File: src/rtl/uart_tx_fifo.sv
// Buffered UART transmitter: a circular FIFO fed by MMIO store bytes and drained
// by a registered-output bit serialiser with configurable data/parity/stop format.
module uart_tx_fifo #(
  parameter int unsigned CLK_HZ     = 100_000_000,
  parameter int unsigned BAUD       = 115_200,
  parameter int unsigned DATA_W     = 8,
  parameter int unsigned FIFO_DEPTH = 16,
  parameter int unsigned PARITY     = 0,
  parameter int unsigned STOP_BITS  = 1
) (
  input  logic                          CLK,
  input  logic                          RST,
  input  logic                          wr_en,
  input  logic [DATA_W-1:0]             wr_data,
  input  logic                          ovf_clr,
  output logic                          tx,
  output logic                          full,
  output logic                          empty,
  output logic [$clog2(FIFO_DEPTH):0]   level,
  output logic                          busy,
  output logic                          overflow
);

  localparam int unsigned DIV = CLK_HZ / BAUD;
  localparam int unsigned AW  = $clog2(FIFO_DEPTH);
  localparam int unsigned CW  = $clog2(DIV);
  localparam int unsigned BW  = 4;

  localparam logic [AW:0]   PTR_ONE   = (AW+1)'(1);
  localparam logic [AW:0]   LVL_FULL  = (AW+1)'(FIFO_DEPTH);
  localparam logic [CW-1:0] CNT_ONE   = CW'(1);
  localparam logic [CW-1:0] CNT_LAST  = CW'(DIV - 1);
  localparam logic [BW-1:0] BIT_ONE   = BW'(1);
  localparam logic [BW-1:0] DATA_LAST = BW'(DATA_W - 1);
  localparam logic [BW-1:0] STOP_LAST = BW'(STOP_BITS - 1);
  localparam logic          ODD       = (PARITY == 2);
  localparam logic          HAS_PAR   = (PARITY != 0);

  typedef enum logic [2:0] {
    S_IDLE,
    S_START,
    S_DATA,
    S_PAR,
    S_STOP
  } state_e;

  // FIFO storage and pointers (one bit wider than the index)
  logic [DATA_W-1:0] mem_q [FIFO_DEPTH];
  logic [AW:0]       wptr_q, wptr_d;
  logic [AW:0]       rptr_q, rptr_d;
  logic [AW:0]       level_w;
  logic [DATA_W-1:0] head;
  logic              push;
  logic              pop;
  logic              ovf_q, ovf_d;

  // Serialiser state
  state_e            state_q, state_d;
  logic [CW-1:0]     cnt_q, cnt_d;
  logic [BW-1:0]     bit_q, bit_d;
  logic [DATA_W-1:0] sh_q, sh_d;
  logic              par_q, par_d;
  logic              tx_q, tx_d;
  logic              baud_last;

  assign level_w = wptr_q - rptr_q;
  assign full    = (level_w == LVL_FULL);
  assign empty   = (level_w == '0);
  assign level   = level_w;
  assign head    = mem_q[rptr_q[AW-1:0]];
  // full is taken from registered pointers, so a same-edge pop never frees room
  assign push    = wr_en && !full;

  assign tx       = tx_q;
  assign overflow = ovf_q;
  assign busy     = (state_q != S_IDLE) || !empty;

  always_ff @(posedge CLK) begin
    if (push) begin
      mem_q[wptr_q[AW-1:0]] <= wr_data;
    end
  end

  always_comb begin
    wptr_d = wptr_q;
    rptr_d = rptr_q;
    ovf_d  = ovf_q;
    if (push) begin
      wptr_d = wptr_q + PTR_ONE;
    end
    if (pop) begin
      rptr_d = rptr_q + PTR_ONE;
    end
    if (wr_en && full) begin
      ovf_d = 1'b1;
    end else if (ovf_clr) begin
      ovf_d = 1'b0;
    end
  end

  always_comb begin
    state_d   = state_q;
    cnt_d     = cnt_q + CNT_ONE;
    bit_d     = bit_q;
    sh_d      = sh_q;
    par_d     = par_q;
    tx_d      = tx_q;
    pop       = 1'b0;
    baud_last = (cnt_q == CNT_LAST);
    case (state_q)
      S_IDLE: begin
        cnt_d = '0;
        tx_d  = 1'b1;
        if (!empty) begin
          pop     = 1'b1;
          sh_d    = head;
          par_d   = (^head) ^ ODD;
          state_d = S_START;
          tx_d    = 1'b0;
        end
      end
      S_START: begin
        if (baud_last) begin
          cnt_d   = '0;
          bit_d   = '0;
          state_d = S_DATA;
          tx_d    = sh_q[0];
        end
      end
      S_DATA: begin
        if (baud_last) begin
          cnt_d = '0;
          if (bit_q == DATA_LAST) begin
            bit_d = '0;
            if (HAS_PAR) begin
              state_d = S_PAR;
              tx_d    = par_q;
            end else begin
              state_d = S_STOP;
              tx_d    = 1'b1;
            end
          end else begin
            bit_d = bit_q + BIT_ONE;
            sh_d  = sh_q >> 1;
            tx_d  = sh_q[1];
          end
        end
      end
      S_PAR: begin
        if (baud_last) begin
          cnt_d   = '0;
          bit_d   = '0;
          state_d = S_STOP;
          tx_d    = 1'b1;
        end
      end
      S_STOP: begin
        if (baud_last) begin
          cnt_d = '0;
          if (bit_q == STOP_LAST) begin
            // Chain straight into the next start bit when data is waiting
            if (!empty) begin
              pop     = 1'b1;
              sh_d    = head;
              par_d   = (^head) ^ ODD;
              state_d = S_START;
              tx_d    = 1'b0;
            end else begin
              state_d = S_IDLE;
              tx_d    = 1'b1;
            end
          end else begin
            bit_d = bit_q + BIT_ONE;
          end
        end
      end
      default: begin
        state_d = S_IDLE;
        cnt_d   = '0;
        tx_d    = 1'b1;
      end
    endcase
  end

  always_ff @(posedge CLK) begin
    if (RST) begin
      wptr_q  <= '0;
      rptr_q  <= '0;
      ovf_q   <= 1'b0;
      state_q <= S_IDLE;
      cnt_q   <= '0;
      bit_q   <= '0;
      sh_q    <= '0;
      par_q   <= 1'b0;
      tx_q    <= 1'b1;
    end else begin
      wptr_q  <= wptr_d;
      rptr_q  <= rptr_d;
      ovf_q   <= ovf_d;
      state_q <= state_d;
      cnt_q   <= cnt_d;
      bit_q   <= bit_d;
      sh_q    <= sh_d;
      par_q   <= par_d;
      tx_q    <= tx_d;
    end
  end

endmodule

File: config.mk
export PLATFORM = sky130hd
export DESIGN_NAME = uart_tx_fifo
export DESIGN_NICKNAME = d
export VERILOG_FILES = /design/src/rtl/uart_tx_fifo.sv
export SDC_FILE = /design/constraint.sdc
export NUM_CORES = 1
export LEC_CHECK = 0
export ABC_AREA = 1
export CORE_MARGIN = 2
export CORE_UTILIZATION = 23
export DETAILED_ROUTE_END_ITERATION = 8
export PLACE_DENSITY = 0.34
export SLEW_MARGIN = 20
export SYNTH_ARGS = -nofsm -noshare
export SYNTH_HDL_FRONTEND = slang
export SYNTH_SLANG_ARGS = --single-unit
File: constraint.sdc
create_clock -name CLK -period 2.8 [get_ports CLK]
set_input_delay 0.28 -clock CLK [delete_from_list [all_inputs] [get_ports CLK]]
set_output_delay 0.28 -clock CLK [all_outputs]
set_load 0.03 [all_outputs]
=== Word-level counts from Yosys, hierarchy flattened ===
Memories as Yosys holds them, arrays and structs flattened. A register that Yosys moved wholly into a read port is not among the register bits.
Index checks and enable logic that the tools add are counted.

* Bits of input ports: 12
* Latch bits: 0
* Memories: 1
* Logic and storage cells: 90
* Register bits after elaboration: 37
* RAM bits: 128
* Output and inout bits: 10
* Memory bits (read-only): 0

{| class="wikitable"
|+ Memories
! name !! words !! width !! read ports !! clocked after memory_dff !! write ports !! RTL line !! source
|-
| mem_q || 16 || 8 || 1 || 1 || 1 || 48 || <nowiki>logic [DATA_W-1:0] mem_q [FIFO_DEPTH];</nowiki>
|}

* $add $sub $neg: 5
* $mul: 0
* $lt $le $gt $ge: 0
* Equal/unequal tests: 17
* Shift-type cells: 0
* Div/mod/pow operators: 0
* Mux-type cells: 39
* Reductions and logical operators: 19
* Bitwise operators: 1

{| class="wikitable"
|+ Operators with widths
! operator !! number
|-
| 8-bit two-way mux || 5
|-
| 4-bit two-way mux || 7
|-
| 8-bit case mux with 3 select lines || 1
|-
| 3-bit two-way mux || 7
|-
| 2-bit != test, second input constant || 9
|-
| 1-bit two-way mux || 15
|-
| 3-bit case mux with 5 select lines || 1
|-
| 5-bit AND reduction || 3
|-
| 4-bit case mux with 3 select lines || 1
|-
| 10-bit by 1-bit adder with 10-bit output, second input constant || 1
|-
| 5-bit by 1-bit adder with 5-bit output, second input constant || 2
|-
| 10-bit == test, second input constant || 1
|-
| 3-bit nonzero test || 3
|-
| 7-bit AND reduction || 1
|-
| 3-bit by 2-bit == test with 1-bit output, second input constant || 2
|-
| 5-bit == test, second input constant || 1
|-
| 5-bit logical NOT || 1
|-
| 1-bit case mux with 5 select lines || 1
|-
| 5-bit subtractor || 1
|-
| 4-bit by 1-bit adder with 4-bit output, second input constant || 1
|-
| 4-bit by 3-bit == test with 1-bit output, second input constant || 1
|-
| 4-bit logical NOT || 1
|-
| 4-bit OR reduction || 1
|-
| 3-bit by 1-bit == test with 1-bit output, second input constant || 1
|-
| 11 further kinds || 13
|}

=== Depth between registers and ports, before layout ===
* Depth after elaboration: 8
* Depth in mapped cells: 13
* Depth with buffers taken out: 13

=== Worst setup path before layout ===
No wires, ideal clock.

* Path kind: register to register
* Start point: register wptr_q[0]
* End point: memory mem_q[0][0], enable pin
* Data arrival time: 2.671 ns
* Slack: -0.241 ns
* Setup time: 0.370 ns
* Required time: 2.430 ns
* Cell stages (with the launch flop): 11
* Period minus slack after synthesis: 3.041 ns
* Path buffers: 0
* Path through: dfxtp_1 > inv_1 > ha_1 > fa_1 > xnor2_1 > nor2_2 > nand3_2 > nand2_1 > inv_2 > nand2_1 > nor2_1

* Word-level cells in the longest chain between the ends: 6

{| class="wikitable"
|+ Ends and longest elaborated chain
! element !! RTL line !! source
|-
| start: declaration || 49 || <nowiki>logic [AW:0] wptr_q, wptr_d;</nowiki>
|-
| start signal: assignment || 197 || <nowiki>wptr_q <= wptr_d;</nowiki>
|-
| 5-bit subtractor || 66 || <nowiki>assign level_w = wptr_q - rptr_q;</nowiki>
|-
| via level[2] || 19 || <nowiki>output logic [$clog2(FIFO_DEPTH):0] level,</nowiki>
|-
| 5-bit == test || 67 || <nowiki>assign full = (level_w == LVL_FULL);</nowiki>
|-
| 1-bit logical NOT || 72 || <nowiki>assign push = wr_en && !full;</nowiki>
|-
| 1-bit logical AND || 72 ||
|-
| 1-bit two-way mux || 79 || <nowiki>if (push) begin</nowiki>
|-
| 1-bit two-way mux (not written as such) || 80 || <nowiki>mem_q[wptr_q[AW-1:0]] <= wr_data;</nowiki>
|-
| end: declaration || 48 ||
|}

The timed path passes the listed nets, and every way through them passes these cells.

=== Worst setup path after layout ===
* Start point: register wptr_q[0]
* End point: output port full

* Word-level cells in the longest chain between the ends: 2

{| class="wikitable"
|+ Ends and longest elaborated chain
! element !! RTL line !! source
|-
| 5-bit subtractor || 66 ||
|-
| 5-bit == test || 67 ||
|-
| end: declaration || 17 || <nowiki>output logic full,</nowiki>
|}

No other way between the ends.

==> results.sh <==
export IMPL_path_common_cell="buf_4"
export IMPL_fin_skew_ns=0.01372
export IMPL_setup_viol=0
export IMPL_routed_wirelength_mm=21.58
export IMPL_cp_data_arrival_time_ns=2.33
export IMPL_period_share_pct=93.22
export IMPL_grt_usage_pct=12.55
export IMPL_yosysUniqueCellTypes=36
export IMPL_io_pins=22
export IMPL_syn_inst=851
export IMPL_yosysTopAreaCellShare_pct=49.69
export IMPL_drt_wirelength_per_cell_um=15.77
export IMPL_yosysWarnings=0
export IMPL_tightest_slew_ns=0.5784
export IMPL_ant_nets=0
export IMPL_crit_required_ns=2.52
export IMPL_place_port_buffers=21
export IMPL_min_to="state_q[1]$_SDFFE_PP0P_"
export IMPL_num_vias=5478
export IMPL_cts_num_sinks=169
export IMPL_cts_htree_levels=4
export IMPL_cp_start_kind="flip-flop"
export IMPL_slew_headroom_pct=61.40
export IMPL_fp_dieW_um=187.4
export IMPL_r2r_setup_slack_ns=0.23
export IMPL_area_growth_pct=20.83
export IMPL_grt_max_degree=65
export IMPL_clockRootBuffer="clkbuf_16"
export IMPL_yosysSeqAreaShare_pct=60.30
export IMPL_min_period_ns=2.610
export IMPL_route_detailed_drc=0
export IMPL_yosys_most_used_dff="edfxtp_1"
export IMPL_synth_fp_nets=876
export IMPL_grt_pass1_vias=5434
export IMPL_synth_largest_area_cell="edfxtp_1"
export IMPL_design_core_area_um2=33360
export IMPL_stdcell_area_um2=9346
export IMPL_synth_area_um2=7735
export IMPL_syn_area_per_cell_um2=9.089
export IMPL_maxCapViolCount=0
export IMPL_whs_ns=0.4617
export IMPL_min_delay_start="state_q[1]$_SDFFE_PP0P_"
export IMPL_grt_pass1_wl_mm=32.83
export IMPL_cts_buffers=17
export IMPL_crit_type="flip-flop to output pin"
export IMPL_via_per_inst=4.004
export IMPL_crit_reg2reg_capture="mem_q[12][5]$_DFFE_PP_"
export IMPL_timing_fmax_mhz=383.1
export IMPL_rr_worst_depth=12
export IMPL_layout_nets=932
export IMPL_r2r_start="wptr_q[0]$_SDFFE_PP0P_"
export IMPL_async_reset_ff_share_pct=0
export IMPL_drive_gt1_share_pct=11.30
export IMPL_crit_slowest_cell="fa_2"
export IMPL_finalPower_mw=8.685
export IMPL_gr_total_overflow=0
export IMPL_cp_cell_sequence="inv_1, ha_1, fa_2, buf_4, xnor2_2, nor2_4, nand3_2, buf_4, inv_1, buf_4"
export IMPL_dr_pass1_iters=4
export IMPL_hpwlAfterDp_mm=14.36
export IMPL_synth_common_cells="nand2_1, edfxtp_1, inv_1"
export IMPL_drt_iter0_drc=229
export IMPL_antenna_cells=0
export IMPL_synth_area_top_cells="edfxtp_1, nand2_1, dfxtp_1"
export IMPL_crit_path_end_kind="output pin"
export IMPL_rsz0062_at_grt="no"
export IMPL_power_leakage_nw=3.865
export IMPL_synth_edf_count=128
export IMPL_clock_latency_ns=0.43
export IMPL_crit_fanout=4
export IMPL_finalHoldViolCount=0
export IMPL_num_fill_cells=3685
export IMPL_slowest_delay_ns=0.35
export IMPL_cts_tree="built"
export IMPL_outcome="finished, final reports clean"
export IMPL_power_per_cell_area_nw_per_um2=929.2
export IMPL_antenna_found_initial=0
export IMPL_start_util_pct=23.18
export IMPL_num_rows=67
export IMPL_drv_slew=0
export IMPL_post_dp_cell_area_um2=8743
export IMPL_yosysMostFrequentCell="nand2_1"
export IMPL_hold_buffers=0
export IMPL_clkTransAtPathRegs_ns=0.07
export IMPL_peakVddDrop_mv=0.4879
export IMPL_dieArea_um2=35110
export IMPL_die_h_um=187.4
export IMPL_ys_ff_latch=169
export IMPL_clockBufferDepth=2
export IMPL_holdPathStages=2
export IMPL_hold_class="flip-flop to flip-flop"
export IMPL_gp_congestion=0.7254
## sequential cells by signal (all words and copies together) (netlist names), named ones only
register / count
bit_q: 4
cnt_q: 10
mem_q: 128
overflow: 1
rptr_q: 5
sh_q: 8
state_q: 3
tx: 1
wptr_q: 5
## worst max-delay path by stage
stage                           start                endpoint
2_1_floorplan  wptr_q[0]$_SDFFE_PP0P_  mem_q[10][0]$_DFFE_PP_
3_3_place_gp   wptr_q[0]$_SDFFE_PP0P_   mem_q[1][2]$_DFFE_PP_
3_5_place_dp   wptr_q[0]$_SDFFE_PP0P_   mem_q[5][5]$_DFFE_PP_
4_1_cts        wptr_q[0]$_SDFFE_PP0P_                   empty
5_1_grt        wptr_q[0]$_SDFFE_PP0P_   mem_q[4][7]$_DFFE_PP_
6_report       wptr_q[0]$_SDFFE_PP0P_                    full
## where the power goes
group	internal, mW	switching, mW	total, mW
registers	2.89	0.111	3.00
clock network	1.27	1.10	2.37
logic	1.06	2.26	3.32
## cells by family (layout without fill, tap and decap cells)
group                      count (synthesis)  in the layout  synth area share [%]
DFF                                      169            169                 60.30
buffers and inverters                    149            218                 7.522
xor gates and xnor gates                   8              8                0.9059
AOI/OAI and AO/OA                         52             52                 3.688
adders and majority gates                 13             13                 2.200
and+or+nand+nor                          460            460                 25.38
## per-stage QoR
step | TNS [ns] | cells | util [%] | worst slack, ns
CTS | 0 | 1368 | 27.96 | 0.02353
detailed placement | 0 | 1336 | 26.21 | 0.1679
finish | 0 | 1368 | 28.01 | 0.1898
global placement | 0 | 1336 | 26.21 | 0.1451
floorplan | -8.402 | 851 | - | -0.07529
global route | 0 | 1368 | 28.01 | 0.01147
## critical path, delay by kind of cell, from the launching register on
family,cells,cell delay [ns]
xor gates and xnor gates,1,0.15
DFF,1,0.33
and+or+nand+nor,2,0.29
buffers and inverters,5,0.58
adders and majority gates,2,0.57
## layout make-up
class                      instances  area [um2]  area share, %
sequential                       169        4666          49.92
multi-input combinational        533        2514          26.89
timing repair buffer              66       566.8          6.064
tap                              448       560.5          5.997
inverter                         120       450.4          4.819
clock buffer                      18       429.2          4.592
clock inverter                    14       160.2          1.714
## placed cells by master (no fill, tap or decap), drive strengths merged
cell,synthesis,layout
nand2,268,268
edfxtp,128,128
inv,120,127
nand3,112,112
nor2,65,65
buf,14,47
dfxtp,41,41
a21oi,35,35
clkbuf,15,19
clkdlybuf4s50,0,15
o21ai,14,14
ha,12,12
xor2,7,7
nor3,6,6
nand4,4,4
clkinv,0,4
nor3b,2,2
and3,2,2
clkinvlp,0,2
dlymetal6s2s,0,2
xnor2,1,1
nand3b,1,1
o21a,1,1
a31oi,1,1
o211ai,1,1
fa,1,1
bufinv,0,1
dlygate4sd2,0,1
## what timing repair did
action                     CTS  global route
pin swaps                    0             1
setup endpoints to repair    2            55
gates resized for setup      2             8
hold endpoints to repair     0             0
buffers inserted             0             0
## layer usage
metal	track usage (%)	share of wire (%)	vias up
met5	0	0	-
met4	3.483	1.1	0
met3	2.101	2.4	11
met2	20.43	47	58
met1	17.24	50	2545
li1	-	-	2864
(Power assumes the default switching activity.)
==> edit (same flow settings) <==
The parameter `PARITY` goes from 0 to 1.
--- a/src/rtl/uart_tx_fifo.sv
+++ b/src/rtl/uart_tx_fifo.sv
@@ -6,5 +6,5 @@
   parameter int unsigned DATA_W     = 8,
   parameter int unsigned FIFO_DEPTH = 16,
-  parameter int unsigned PARITY     = 0,
+  parameter int unsigned PARITY     = 1,
   parameter int unsigned STOP_BITS  = 1
 ) (
Function: no difference found for any inputs over 10 cycles, from zero or initial values and one cycle with RST high; that may be too few to reach the edited logic, so the function may still have changed.
==> edit against the unedited design <==
Combinational power decreased by 6.9%; synthesized cell count decreased by 1.3%; synthesized area decreased by 0.13%; clock power increased by 4%; sequential cell count increased by 1; power decreased by 1.6%; worst hold slack got worse by 0.011 ns; wire length decreased by 1.7%; setup slack got worse by 0.018 ns; final area about the same; critical path depth unchanged; global-route usage increased by 0.093 points.
==> edit: results (changes against the unedited design) <==
{
  "place": {
    "detailed_place.area": {"value": 8693, "unit": "um2", "change": "was 8743 um2"},
    "dp.cells": {"value": 1320, "change": "was 1,336"},
    "detailedPlacementHpwl": {"value": 14240, "unit": "um", "change": "was 14,360 um"},
    "gp_congestion": {"value": 0.7255, "change": "was 0.7254"},
    "place_ws": {"value": 0.06546, "unit": "ns", "change": "was 0.1679 ns"}
  },
  "global_routing": {
    "global_route.usage.total": {"value": 12.65, "unit": "%", "change": "was 12.55%"},
    "first_global_vias": {"value": 5390, "change": "was 5,434"},
    "grt_first_pass_wirelength": {"value": 33000, "unit": "um", "change": "was 32,830 um"}
  },
  "critical_path": {
    "r2r_slack": {"value": 0.27, "unit": "ns", "change": "was 0.23 ns"},
    "rr_worst_depth": {"value": 11, "change": "was 12"},
    "critical_path_arrival": {"value": 2.35, "unit": "ns", "change": "was 2.33 ns"},
    "reg2reg_to": {"value": "mem_q[6][4]$_DFFE_PP_", "change": "was mem_q[12][5]$_DFFE_PP_"},
    "crit_path_max_incr_delay": {"value": 0.51, "unit": "ns", "change": "was 0.35 ns"}
  },
  "sta": {
    "fin_crit_sh": {"value": 93.86, "unit": "%", "change": "was 93.22%"},
    "finalHoldWorstSlack": {"value": 0.4511, "unit": "ns", "change": "was 0.4617 ns"},
    "clock-skew-final": {"value": 0.01420, "unit": "ns", "change": "was 0.01372 ns"}
  },
  "synthesis": {
    "synth.top_cells.by_area": {"value": "sky130_fd_sc_hd__edfxtp_1 (50%), sky130_fd_sc_hd__nand2_1 (12%), sky130_fd_sc_hd__dfxtp_1 (11%)", "change": "was sky130_fd_sc_hd__edfxtp_1 (50%), sky130_fd_sc_hd__nand2_1 (13%), sky130_fd_sc_hd__dfxtp_1 (11%)"},
    "post_synth_most_frequent_cells": {"value": "sky130_fd_sc_hd__nand2_1 (255), sky130_fd_sc_hd__edfxtp_1 (128), sky130_fd_sc_hd__inv_1 (110)", "change": "was sky130_fd_sc_hd__nand2_1 (264), sky130_fd_sc_hd__edfxtp_1 (128), sky130_fd_sc_hd__inv_1 (115)"},
    "postSynthNetCount": {"value": 865, "change": "was 876"}
  },
  "cells_and_area": {
    "final_layout_size_suffix_gt1_share": {"value": 11.27, "unit": "%", "change": "was 11.30%"},
    "filler_cell_count": {"value": 3595, "change": "was 3,685"},
    "design.final.nets": {"value": 917, "change": "was 932"}
  },
  "status": {
    "status": {"value": "finished, final reports clean", "change": "unchanged"}
  },
  "hold_path": {
    "hold_path_depth": {"value": 1, "change": "was 2"},
    "worst_hold_startpoint": {"value": "cnt_q[0]$_SDFF_PP0_", "change": "was state_q[1]$_SDFFE_PP0P_"}
  },
  "pwr": {
    "power.ir.vdd_worst": {"value": 0.3687, "unit": "mV", "change": "was 0.4879 mV"},
    "cellLeakagePower": {"value": 3.855, "unit": "nW", "change": "was 3.865 nW"}
  },
  "drt": {
    "drt_iter0_drc": {"value": 466, "change": "was 229"},
    "post_drt_via_cell_ratio": {"value": 4.069, "change": "was 4.004"}
  }
}
edit: cell count changes after synthesis, sizes merged, moves of 3 or more:
cell    delta
o21ai     +19
nand3     -15
nand2     -11
a21oi      -9
clkbuf     -6
nor3       +5
xnor2      +5
inv        -4
xor2       -4
buf        +3
edit: routing by layer:
layer / global-route usage, % / wire [um] / share of wire, % / up-vias
li1: - / - / - / 2840
met1: 17.72 / 10740 / 51 / 2598
met2: 20.07 / 9811 / 46 / 51
met3: 2.195 / 359 / 1.7 / 17
met4: 3.480 / 291 / 1.4 / 0
met5: 0 / 0 / 0 / -
edit: final cells by class:
class | instances | area [um2] | share of cell area, %
clock buffers | 17 | 425.4 | 4.550
clock inverters | 15 | 192.7 | 2.061
inverters | 116 | 435.4 | 4.657
multi-input cells | 528 | 2531 | 27.07
flip-flops and latches | 170 | 4687 | 50.13
well taps | 448 | 560.5 | 5.995
repair buffers | 59 | 518.0 | 5.540
edit: cell families after synthesis:
group,synth area share (%)
buf+inv,7.321
compound gates,4.584
xor+xnor,1.020
fa+ha+maj,2.203
flops,60.64
simple gates,24.23
edit: critical path, delay by kind of cell (launching register included):
family                   cells  cell delay, ns
buffers and inverters        5            0.50
AND/OR/NAND/NOR              3            0.38
flip-flops                   1            0.34
adder cells (fa/ha/maj)      2            0.70
edit: what timing repair did:
item	in CTS	in global routing
setup endpoints to repair	4	3
gates resized for setup	5	6
pin swaps	0	1
setup buffers	0	1
edit: power groups by stage:
stage / registers, mW / logic, mW / clock network, mW
floorplan: 3.04 / 2.07 / 0
global placement: 3.06 / 3.12 / 0
detailed placement: 3.06 / 3.08 / 0
CTS: 3.00 / 3.11 / 2.55
global route: 3.02 / 3.53 / 2.65
finish: 3.00 / 3.09 / 2.46
